`src/rtl/rv_pkg.sv`:
```
// RV32I/RV64I decode definitions: opcodes, ALU op encoding, immediate formats, control bundle.
// No logic state; shared by the decode stage and its immediate generator.
package rv_pkg;

  localparam logic [6:0] OPC_LUI    = 7'b0110111;
  localparam logic [6:0] OPC_AUIPC  = 7'b0010111;
  localparam logic [6:0] OPC_JAL    = 7'b1101111;
  localparam logic [6:0] OPC_JALR   = 7'b1100111;
  localparam logic [6:0] OPC_BRANCH = 7'b1100011;
  localparam logic [6:0] OPC_LOAD   = 7'b0000011;
  localparam logic [6:0] OPC_STORE  = 7'b0100011;
  localparam logic [6:0] OPC_OPIMM  = 7'b0010011;
  localparam logic [6:0] OPC_OP     = 7'b0110011;

  typedef enum logic [3:0] {
    ALU_ADD   = 4'd0,
    ALU_SUB   = 4'd1,
    ALU_AND   = 4'd2,
    ALU_OR    = 4'd3,
    ALU_XOR   = 4'd4,
    ALU_SLL   = 4'd5,
    ALU_SRL   = 4'd6,
    ALU_SRA   = 4'd7,
    ALU_SLT   = 4'd8,
    ALU_SLTU  = 4'd9,
    ALU_PASSB = 4'd10
  } alu_op_e;

  typedef enum logic [2:0] {IMM_I, IMM_S, IMM_B, IMM_U, IMM_J} imm_fmt_e;

  typedef struct packed {
    logic reg_write;
    logic mem_read;
    logic mem_write;
    logic branch;
    logic jump;
    logic alu_src;
    logic mem_to_reg;
    logic op_sel;
  } ctrl_t;

  function automatic logic uses_rs2(input logic [6:0] opc);
    return (opc == OPC_OP) || (opc == OPC_STORE) || (opc == OPC_BRANCH);
  endfunction

  // alt selects SUB/SRA for the funct3 codes that have an alternate form
  function automatic alu_op_e f3_alu_op(input logic [2:0] f3, input logic alt);
    case (f3)
      3'b000:  return alt ? ALU_SUB : ALU_ADD;
      3'b001:  return ALU_SLL;
      3'b010:  return ALU_SLT;
      3'b011:  return ALU_SLTU;
      3'b100:  return ALU_XOR;
      3'b101:  return alt ? ALU_SRA : ALU_SRL;
      3'b110:  return ALU_OR;
      default: return ALU_AND;
    endcase
  endfunction

endpackage

```
`src/rtl/imm_gen.sv`:
```
// Immediate generator for I/S/B/U/J formats, sign-extended from instr[31] to XLEN.
// Purely combinational (zero latency); no flow control.
module imm_gen
  import rv_pkg::*;
#(
  parameter int XLEN = 32
) (
  input  logic [31:0]     instr,
  input  imm_fmt_e        fmt,
  output logic [XLEN-1:0] imm
);

  logic [31:0] imm32;

  always_comb begin
    imm32 = '0;
    case (fmt)
      IMM_I:   imm32 = {{20{instr[31]}}, instr[31:20]};
      IMM_S:   imm32 = {{20{instr[31]}}, instr[31:25], instr[11:7]};
      IMM_B:   imm32 = {{20{instr[31]}}, instr[7], instr[30:25], instr[11:8], 1'b0};
      IMM_U:   imm32 = {instr[31:12], 12'b0};
      IMM_J:   imm32 = {{12{instr[31]}}, instr[19:12], instr[20], instr[30:21], 1'b0};
      default: imm32 = '0;
    endcase
  end

  assign imm = XLEN'($signed(imm32));

endmodule

```
`src/rtl/decode_stage.sv`:
```
// Registered RV32I/RV64I decode stage; bundle is registered one cycle after acceptance.
// in_ready drops while the held bundle is blocked or on a load-use hazard; flush kills held and incoming.
module decode_stage
  import rv_pkg::*;
#(
  parameter int XLEN    = 32,
  parameter int ALUOP_W = 4,
  parameter int CNT_W   = 16
) (
  input  logic               clk,
  input  logic               rst_n,
  input  logic               in_valid,
  output logic               in_ready,
  input  logic [31:0]        in_instr,
  input  logic [XLEN-1:0]    in_pc,
  input  logic               flush,
  input  logic               ex_mem_read,
  input  logic [4:0]         ex_rd,
  output logic               out_valid,
  input  logic               out_ready,
  output logic               reg_write,
  output logic               mem_read,
  output logic               mem_write,
  output logic               branch,
  output logic               jump,
  output logic               alu_src,
  output logic               mem_to_reg,
  output logic               op_sel,
  output logic [ALUOP_W-1:0] alu_op,
  output logic [2:0]         mem_size,
  output logic [XLEN-1:0]    imm,
  output logic [4:0]         rs1,
  output logic [4:0]         rs2,
  output logic [4:0]         rd,
  output logic [XLEN-1:0]    pc_out,
  output logic               illegal,
  output logic [CNT_W-1:0]   stall_cnt
);

  logic [6:0] opc;
  logic [2:0] f3;
  logic [6:0] f7;
  logic [4:0] rs1_in;
  logic [4:0] rs2_in;
  assign opc    = in_instr[6:0];
  assign f3     = in_instr[14:12];
  assign f7     = in_instr[31:25];
  assign rs1_in = in_instr[19:15];
  assign rs2_in = in_instr[24:20];

  // instr[25] is shamt[5] on RV64 and must be clear on RV32
  logic sh_ok, sra_ok;
  assign sh_ok  = (in_instr[31:26] == 6'b000000) && ((XLEN == 64) || !in_instr[25]);
  assign sra_ok = (in_instr[31:26] == 6'b010000) && ((XLEN == 64) || !in_instr[25]);

  ctrl_t    ctrl_d;
  alu_op_e  aop_d;
  imm_fmt_e fmt_d;
  logic     ill_d;
  logic [2:0] ms_d;

  always_comb begin
    ctrl_d = '0;
    aop_d  = ALU_ADD;
    fmt_d  = IMM_I;
    ill_d  = 1'b0;
    case (opc)
      OPC_LUI: begin
        ctrl_d.reg_write = 1'b1;
        ctrl_d.alu_src   = 1'b1;
        aop_d            = ALU_PASSB;
        fmt_d            = IMM_U;
      end
      OPC_AUIPC: begin
        ctrl_d.reg_write = 1'b1;
        ctrl_d.alu_src   = 1'b1;
        ctrl_d.op_sel    = 1'b1;
        fmt_d            = IMM_U;
      end
      OPC_JAL: begin
        ctrl_d.reg_write = 1'b1;
        ctrl_d.jump      = 1'b1;
        ctrl_d.op_sel    = 1'b1;
        fmt_d            = IMM_J;
      end
      OPC_JALR: begin
        ctrl_d.reg_write = 1'b1;
        ctrl_d.jump      = 1'b1;
        ctrl_d.alu_src   = 1'b1;
        ill_d            = (f3 != 3'b000);
      end
      OPC_BRANCH: begin
        ctrl_d.branch = 1'b1;
        fmt_d         = IMM_B;
        case (f3[2:1])
          2'b00:   aop_d = ALU_SUB;
          2'b10:   aop_d = ALU_SLT;
          2'b11:   aop_d = ALU_SLTU;
          default: ill_d = 1'b1;
        endcase
      end
      OPC_LOAD: begin
        ctrl_d.reg_write  = 1'b1;
        ctrl_d.mem_read   = 1'b1;
        ctrl_d.alu_src    = 1'b1;
        ctrl_d.mem_to_reg = 1'b1;
        ill_d = (f3 == 3'b011) || (f3 == 3'b110) || (f3 == 3'b111);
      end
      OPC_STORE: begin
        ctrl_d.mem_write = 1'b1;
        ctrl_d.alu_src   = 1'b1;
        fmt_d            = IMM_S;
        ill_d            = f3[2] || (f3 == 3'b011);
      end
      OPC_OPIMM: begin
        ctrl_d.reg_write = 1'b1;
        ctrl_d.alu_src   = 1'b1;
        aop_d            = f3_alu_op(f3, 1'b0);
        if (f3 == 3'b001) begin
          ill_d = !sh_ok;
        end else if (f3 == 3'b101) begin
          if (sra_ok) aop_d = ALU_SRA;
          else        ill_d = !sh_ok;
        end
      end
      OPC_OP: begin
        ctrl_d.reg_write = 1'b1;
        aop_d            = f3_alu_op(f3, f7[5]);
        if (f7 == 7'b0100000) ill_d = (f3 != 3'b000) && (f3 != 3'b101);
        else                  ill_d = (f7 != 7'b0000000);
      end
      default: ill_d = 1'b1;
    endcase
    if (ill_d) begin
      ctrl_d = '0;
      aop_d  = ALU_ADD;
    end
  end

  assign ms_d = (!ill_d && (opc == OPC_LOAD || opc == OPC_STORE)) ? f3 : 3'b000;

  logic [XLEN-1:0] imm_d;
  imm_gen #(.XLEN(XLEN)) u_imm_gen (
    .instr (in_instr),
    .fmt   (fmt_d),
    .imm   (imm_d)
  );

  logic hz, xfer;
  assign hz = in_valid && ex_mem_read && (ex_rd != 5'd0) &&
              ((ex_rd == rs1_in) || (uses_rs2(opc) && (ex_rd == rs2_in)));
  assign in_ready = (!out_valid || out_ready) && !hz;
  assign xfer     = in_valid && in_ready && !flush;

  ctrl_t ctrl_q;

  always_ff @(posedge clk or negedge rst_n) begin
    if (!rst_n) begin
      out_valid <= 1'b0;
      ctrl_q    <= '0;
      alu_op    <= '0;
      mem_size  <= '0;
      imm       <= '0;
      rs1       <= '0;
      rs2       <= '0;
      rd        <= '0;
      pc_out    <= '0;
      illegal   <= 1'b0;
    end else if (flush) begin
      out_valid <= 1'b0;
    end else if (xfer) begin
      out_valid <= 1'b1;
      ctrl_q    <= ctrl_d;
      alu_op    <= ALUOP_W'(aop_d);
      mem_size  <= ms_d;
      imm       <= imm_d;
      rs1       <= rs1_in;
      rs2       <= rs2_in;
      rd        <= in_instr[11:7];
      pc_out    <= in_pc;
      illegal   <= ill_d;
    end else if (out_ready) begin
      out_valid <= 1'b0;
    end
  end

  always_ff @(posedge clk or negedge rst_n) begin
    if (!rst_n)                       stall_cnt <= '0;
    else if (hz && (stall_cnt != '1)) stall_cnt <= stall_cnt + 1'b1;
  end

  assign reg_write  = ctrl_q.reg_write;
  assign mem_read   = ctrl_q.mem_read;
  assign mem_write  = ctrl_q.mem_write;
  assign branch     = ctrl_q.branch;
  assign jump       = ctrl_q.jump;
  assign alu_src    = ctrl_q.alu_src;
  assign mem_to_reg = ctrl_q.mem_to_reg;
  assign op_sel     = ctrl_q.op_sel;

endmodule

```
`config.mk`:
```
export PLATFORM = sky130hd
export DESIGN_NAME = decode_stage
export DESIGN_NICKNAME = d
export VERILOG_FILES = /design/src/rtl/rv_pkg.sv /design/src/rtl/imm_gen.sv /design/src/rtl/decode_stage.sv
export SDC_FILE = /design/constraint.sdc
export NUM_CORES = 1
export LEC_CHECK = 0
export BUFFER_PORTS_ARGS = -buffer_cell sky130_fd_sc_hd__clkbuf_2
export CAP_MARGIN = 20
export CORE_AREA = 2 2 113 115
export DETAILED_ROUTE_END_ITERATION = 16
export DIE_AREA = 0 0 115 117
export PLACE_DENSITY = 0.77
export SKIP_LAST_GASP = 1
export SLEW_MARGIN = 20
export SYNTH_ARGS = -nofsm -noshare
export SYNTH_HDL_FRONTEND = slang
export SYNTH_HIERARCHICAL = 1
export SYNTH_SLANG_ARGS = --single-unit
```
`constraint.sdc`:
```
create_clock -name clk -period 7.6 [get_ports clk]
set_clock_uncertainty 0.1 [all_clocks]
set_input_delay 2.28 -clock clk [delete_from_list [all_inputs] [get_ports clk]]
set_output_delay 2.28 -clock clk [all_outputs]
set_load 0.02 [all_outputs]
```
==> impl_metrics.csv, run 1 <==
group,metric,value,unit
status,status,"finished, final reports clean",
routing,detail_route.vias_per_cell,5.496,
final_layout,fin_util,57.95,%
critical_path,crit_chain,"clkbuf_2 > nand2b_1 > or3_4 > a2111oi_4 > o21ai_2 > and2_1 > clkbuf_2",
sta,fin_setup_tns,0,ns
sta,slew_violations,0,
critical_path,end_kind,"primary output",
synthesis,async_flop_share,100.0,%
routing,totalWireLength,14.40,mm
die,rows,41,
critical_path,start_kind,"input port",
power_and_ir_drop,p_per_area,224.7,nW/um^2
clocking,cts.path.max_buffers,2,
die,boundaryPins,188,
sta,worst_pin_slew,1.001,ns
clocking,path_clk_slew,0.07,ns
critical_path,worstPathArrival,4.10,ns
routing,routed-via-count,4485,
critical_path,critPathBufInv,2,
die,core_area,12310,sq um
sta,maxSlewHeadroom,33.29,%
synthesis,synthFlopType,"dfrtp_1",
die,dieArea,13460,sq um
routing,drc,0,
grt,grt_overflow,0,
synthesis,synth_top_area_share,46.47,%
placement,dp_hpwl,10.62,mm
clocking,cts_inserted_buffers,9,
final_layout,fillers,1065,
sta,rsz0062_at_grt,"no",
flow_run,maxCapViolations,0,
critical_path,criticalPathCategory,"in -> out",
synthesis,synth_fp_nets,572,
grt,grt_first_pass_wirelength,22.61,mm
clocking,cts_hold_buf,0,
die,die_w,115,um
sta,hold_viol_final,0,
critical_path,cp_slowest_stage_delay,0.38,ns
critical_path,slowest_stage,"or3_4",
final_layout,multi_input_area,2890,sq um
final_layout,final_nets,743,
synthesis,ys.warnings.count,6,
clocking,htreeDepth,3,
routing,wl_per_cell,17.65,um
final_layout,drive_above_1_share,44.44,%
critical_path,crit_required,5.22,ns
clocking,insertion_delay,0.34,ns
die,die_height,117,um
power_and_ir_drop,ir_drop,0.0001320,V
synthesis,ys_types,60,
synthesis,synth_area_leaders,"dfrtp_1 (46%), mux2_4 (18%), xor2_1 (2.8%)",
sta,period_share,85.21,%
clocking,ctsResizeCount,0,
placement,gp_congestion,0.8838,
grt,antenna_found_initial,0,
routing,dr.first_iter.drc_count,272,
synthesis,syn_area_per_cell,12.17,sq um
hold_path,min_path_type,"reg -> reg",
power_and_ir_drop,leakage,0.003542,uW
sta,min_period,6.476,ns
clocking,cts.sinks,111,
final_layout,insertedDiodeCount,0,
synthesis,ys_ff_latch,111,
grt,grt_pass1_vias,4341,
synthesis,yosysTopAreaCell,"dfrtp_1",
die,initial_core_util,48.55,%
routing,dr.pass1.iters,4,
sta,max_freq,0.1544,GHz
routing,postRouteAntennaNets,0,
clocking,tritoncts,"done",
critical_path,cp_top_family,"simple AND/OR/NAND/NOR gates",
placement,portBuffers,187,
critical_path,cp_common_cell,"clkbuf_2",
synthesis,seq_area_frac_synth,46.47,%
clocking,clockRootBuffer,"clkbuf_16",
final_layout,syn_to_final_growth,19.36,%
synthesis,netlist_area,5977,sq um
sta,setup_viol,0,
grt,grt_use_total,21.37,%
final_layout,layout.area.seq,2778,sq um
critical_path,path_max_fanout,17,
synthesis,synth_edf_count,0,
grt,grt_max_degree,61,
clocking,cts_setup_buffers,0,
synthesis,syn_inst,491,
## placed cells by master, fill, tap and decap left out, types with 6 or more instances in the layout
cell type and instances:
nor4_1 6, nor2_1 15, nor3_1 15, clkbuf_2 186, nand2_1 35, nand2b_1 10, a21oi_1 21, nand3_1 10
dfrtp_1 111, nor2b_1 11, mux2_4 70, mux2_2 10, inv_1 9, xnor2_1 7, o21ai_0 16, ha_1 6
mux2_1 7, o22ai_1 14, o31ai_1 6, clkbuf_16 9, nand4_1 7, xor2_1 19
## Yosys cell counts (all sizes together) (2+ instances only)
library cell	count
a2111oi	2
nor2	16
nor3	15
clkbuf	10
nand4	7
xnor2	7
ha	6
o31ai	6
a211oi	3
o22ai	14
nor2b	11
mux2	87
or3	3
and2	6
and4	2
nand2b	11
a21oi	21
xor2	19
nor4	7
o21ai	17
nand3b	3
nor3b	3
and3	4
inv	9
a22o	5
nand2	36
dfrtp	111
maj3	2
a31oi	2
nand3	10
buf	20
and2b	2
nor4b	2
## where the power goes
part / leakage, uW / switching [uW] / internal [uW] / total (uW)
Clock: 0.000140 / 204 / 247 / 450
Sequential: 0.00136 / 54.5 / 673 / 728
Combinational: 0.00204 / 235 / 190 / 425
## metrics by stage
step                hold WS (ns)  setup slack (ns)  area (sq um)  std cells  total power, uW
floorplan                 0.4891             1.583          5977        491             1011
global placement          0.3759             1.158          6850        801             1156
detailed placement        0.3800             1.128          6850        801             1166
CTS                       0.4013             1.136          7134        816             1622
global route              0.4159            0.9930          7134        816             1684
finish                    0.3989             1.124          7134        816             1603
## cell families after synthesis
group           synth area share, %
compound gates                8.708
simple gates                  13.17
fa+ha+maj                     1.612
buf+inv                       5.275
flops                         46.47
xor+xnor                      3.810
mux                           20.95
## layout make-up
type / instances / share of cell area, %
clock buffers: 12 / 3.736
clock inverters: 3 / 0.2455
inverters: 9 / 0.4735
multi-input cells: 341 / 40.51
flip-flops and latches: 111 / 38.93
well taps: 150 / 2.631
repair buffers: 190 / 13.47
## sequential cells by signal, indices dropped and copies added (netlist names), 3 cells and up
| signal | cells |
|---|---|
| alu_op | 4 |
| imm | 32 |
| mem_size | 3 |
| pc_out | 32 |
| rd | 5 |
| rs1 | 5 |
| rs2 | 5 |
| stall_cnt | 16 |
## final timing paths
kind	startpoint	endpoint	slack, ns	depth (start not counted)
worst max register to register	out_valid	imm[27]	4.69	5
worst min register to register	rs1[3]	rs1[3]	0.40	1
worst max-delay path	in_instr[2]	in_ready	1.12	7
max in group asynchronous	rst_n	imm[25]	4.32	2
min in group asynchronous	rst_n	pc_out[28]	1.86	1
worst min-delay path	rs1[3]	rs1[3]	0.40	1
## per-layer routing
metal | up-vias | GRT usage [%] | part of all wire (%)
met1 | 2210 | 28.57 | 44
met3 | 13 | 5.046 | 5.4
li1 | 2103 | - | -
met2 | 159 | 35.02 | 49
met5 | - | 0 | 0
met4 | 0 | 6.104 | 1.2
No activity file was read; power rests on OpenSTA's default activity.
==> inputs of run 2 (changes only) <==
--- a/config.mk
+++ b/config.mk
@@ -7,10 +7,12 @@
 export LEC_CHECK = 0
 export BUFFER_PORTS_ARGS = -buffer_cell sky130_fd_sc_hd__clkbuf_2
 export CAP_MARGIN = 20
-export CORE_AREA = 2 2 113 115
+export CELL_PAD_IN_SITES_DETAIL_PLACEMENT = 2
+export CELL_PAD_IN_SITES_GLOBAL_PLACEMENT = 2
+export CORE_AREA = 2 2 134 136
 export DETAILED_ROUTE_END_ITERATION = 16
-export DIE_AREA = 0 0 115 117
-export PLACE_DENSITY = 0.77
+export DIE_AREA = 0 0 136 138
+export PLACE_DENSITY_LB_ADDON = 0.1
 export SKIP_LAST_GASP = 1
 export SLEW_MARGIN = 20
 export SYNTH_ARGS = -nofsm -noshare
==> constraint.sdc (replaced) <==
create_clock -name clk -period 7.6 [get_ports clk]
set_clock_uncertainty 0.1 [all_clocks]
set_input_delay 1.52 -clock clk [delete_from_list [all_inputs] [get_ports clk]]
set_output_delay 1.52 -clock clk [all_outputs]
set_load 0.02 [all_outputs]
==> impl_metrics.csv, run 2 (synthesis results as in run 1) <==
group,metric,value,unit
die,initial_core_util,34.09,%
status,status,"finished, final reports clean",
routing,dr.pass1.iters,4,
power_and_ir_drop,ir_drop,0.0001042,V
clocking,clockRootBuffer,"clkbuf_16",
critical_path,crit_end,"in_ready",
critical_path,startpoint,"in_instr[2]",
final_layout,final_nets,744,
power_and_ir_drop,leakage,0.003570,uW
placement,portBuffers,187,
placement,place_area,6949,sq um
sta,setup_viol,0,
clocking,ctsResizeCount,0,
flow_run,maxCapViolations,0,
sta,fin_setup_tns,0,ns
placement,gp_congestion,0.7955,
sta,worst_pin_slew,0.9517,ns
grt,antenna_found_initial,1,
die,boundaryPins,188,
die,die_w,136,um
final_layout,insertedDiodeCount,0,
sta,max_freq,0.2001,GHz
routing,dr.first_iter.drc_count,177,
sta,rsz0062_at_grt,"no",
critical_path,r2r-end,"pc_out[0]",
grt,grt_use_total,19.80,%
routing,postRouteAntennaNets,0,
routing,routed-via-count,4581,
final_layout,drive_above_1_share,44.76,%
final_layout,final_common_cell,"clkbuf_2",
critical_path,start_kind,"input port",
critical_path,worstPathArrival,3.38,ns
grt,grt_overflow,0,
final_layout,final_cell_mix,"clkbuf_2 (186), dfrtp_1 (111), mux2_4 (70), nand2_1 (35), a21oi_1 (21)",
clocking,path_clk_slew,0.07,ns
die,die_height,138,um
power_and_ir_drop,p_per_area,232.2,nW/um^2
critical_path,criticalPathCategory,"in -> out",
placement,dp_hpwl,13.57,mm
critical_path,r2r_cells,6,
critical_path,r2r_start,"out_valid",
clocking,cts_setup_buffers,0,
critical_path,path_max_fanout,17,
grt,grt_pass1_vias,5183,
die,dieArea,18770,sq um
clocking,tritoncts,"done",
sta,hold_viol_final,0,
clocking,cts_hold_buf,0,
critical_path,r2r_setup_slack,4.91,ns
final_layout,reg_top3,"imm x32, pc_out x32, stall_cnt x16",
final_layout,fillers,1874,
clocking,cts.path.max_buffers,2,
die,rows,49,
hold_path,min_path_type,"reg -> reg",
sta,period_share,65.75,%
final_layout,final_area,7310,sq um
grt,grt_first_pass_wirelength,29.30,mm
sta,min_period,4.997,ns
clocking,cts.sinks,111,
routing,drc,0,
critical_path,end_kind,"primary output",
critical_path,crit_required,5.98,ns
routing,totalWireLength,17.97,mm
die,core_area,17530,sq um
clocking,htreeDepth,3,
routing,wl_per_cell,20.04,um
clocking,insertion_delay,0.35,ns
clocking,cts_inserted_buffers,9,
routing,detail_route.vias_per_cell,5.107,
final_layout,syn_to_final_growth,22.29,%
sta,maxSlewHeadroom,36.32,%
sta,slew_violations,0,
grt,grt_max_degree,71,
## run 2: layout make-up
cell class              instances  area [sq um]  area share [%]
multi-input cells             341          2893           39.58
flip-flops and latches        111          2778           38.00
repair buffers                191         988.4           13.52
well taps                     229         286.5           3.920
clock buffers                  10         239.0           3.269
clock inverters                 6         91.34           1.250
inverters                       9         33.78          0.4622
## run 2: per-layer routing
metal | global-route usage, % | share of wire [%] | routed length, um
met4 | 6.031 | 1.7 | 303
met2 | 33.19 | 50 | 8993
met1 | 25.46 | 43 | 7744
met5 | 0 | 0.072 | 13
met3 | 4.327 | 5.1 | 917
## run 2: how the worst min path moves through the flow
stage                     slack, ns           from  depth (start not counted)       endpoint
after global placement         0.38  stall_cnt[10]                          1  stall_cnt[10]
after CTS                      0.40  stall_cnt[10]                          1  stall_cnt[10]
after floorplan                0.49  stall_cnt[10]                          1  stall_cnt[10]
final                          0.40         rs1[3]                          1         rs1[3]
after detailed placement       0.38      alu_op[1]                          1      alu_op[1]
after global routing           0.41      alu_op[1]                          1      alu_op[1]
## run 2: critical path, stage by stage
cell and delay [ns]:
clkbuf_2 0.18, nand2b_1 0.26, or3_4 0.38, a2111oi_4 0.34
o21ai_2 0.29, and2_1 0.24, clkbuf_2 0.15
## run 2: where the power goes
part | internal (uW) | switching, uW
clock | 300 | 229
sequential | 673 | 56.3
combinational | 191 | 248
## run 2: stage by stage
step	util, %	std cells	hold slack (ns)	total power, uW	setup WS (ns)
after floorplan	-	491	0.4891	1011	3.103
after global placement	39.63	880	0.3757	1165	2.645
after detailed placement	39.63	880	0.3842	1184	2.599
after CTS	41.52	896	0.3991	1725	2.595
after global routing	41.69	897	0.4078	1785	2.463
final	41.69	897	0.3983	1697	2.603
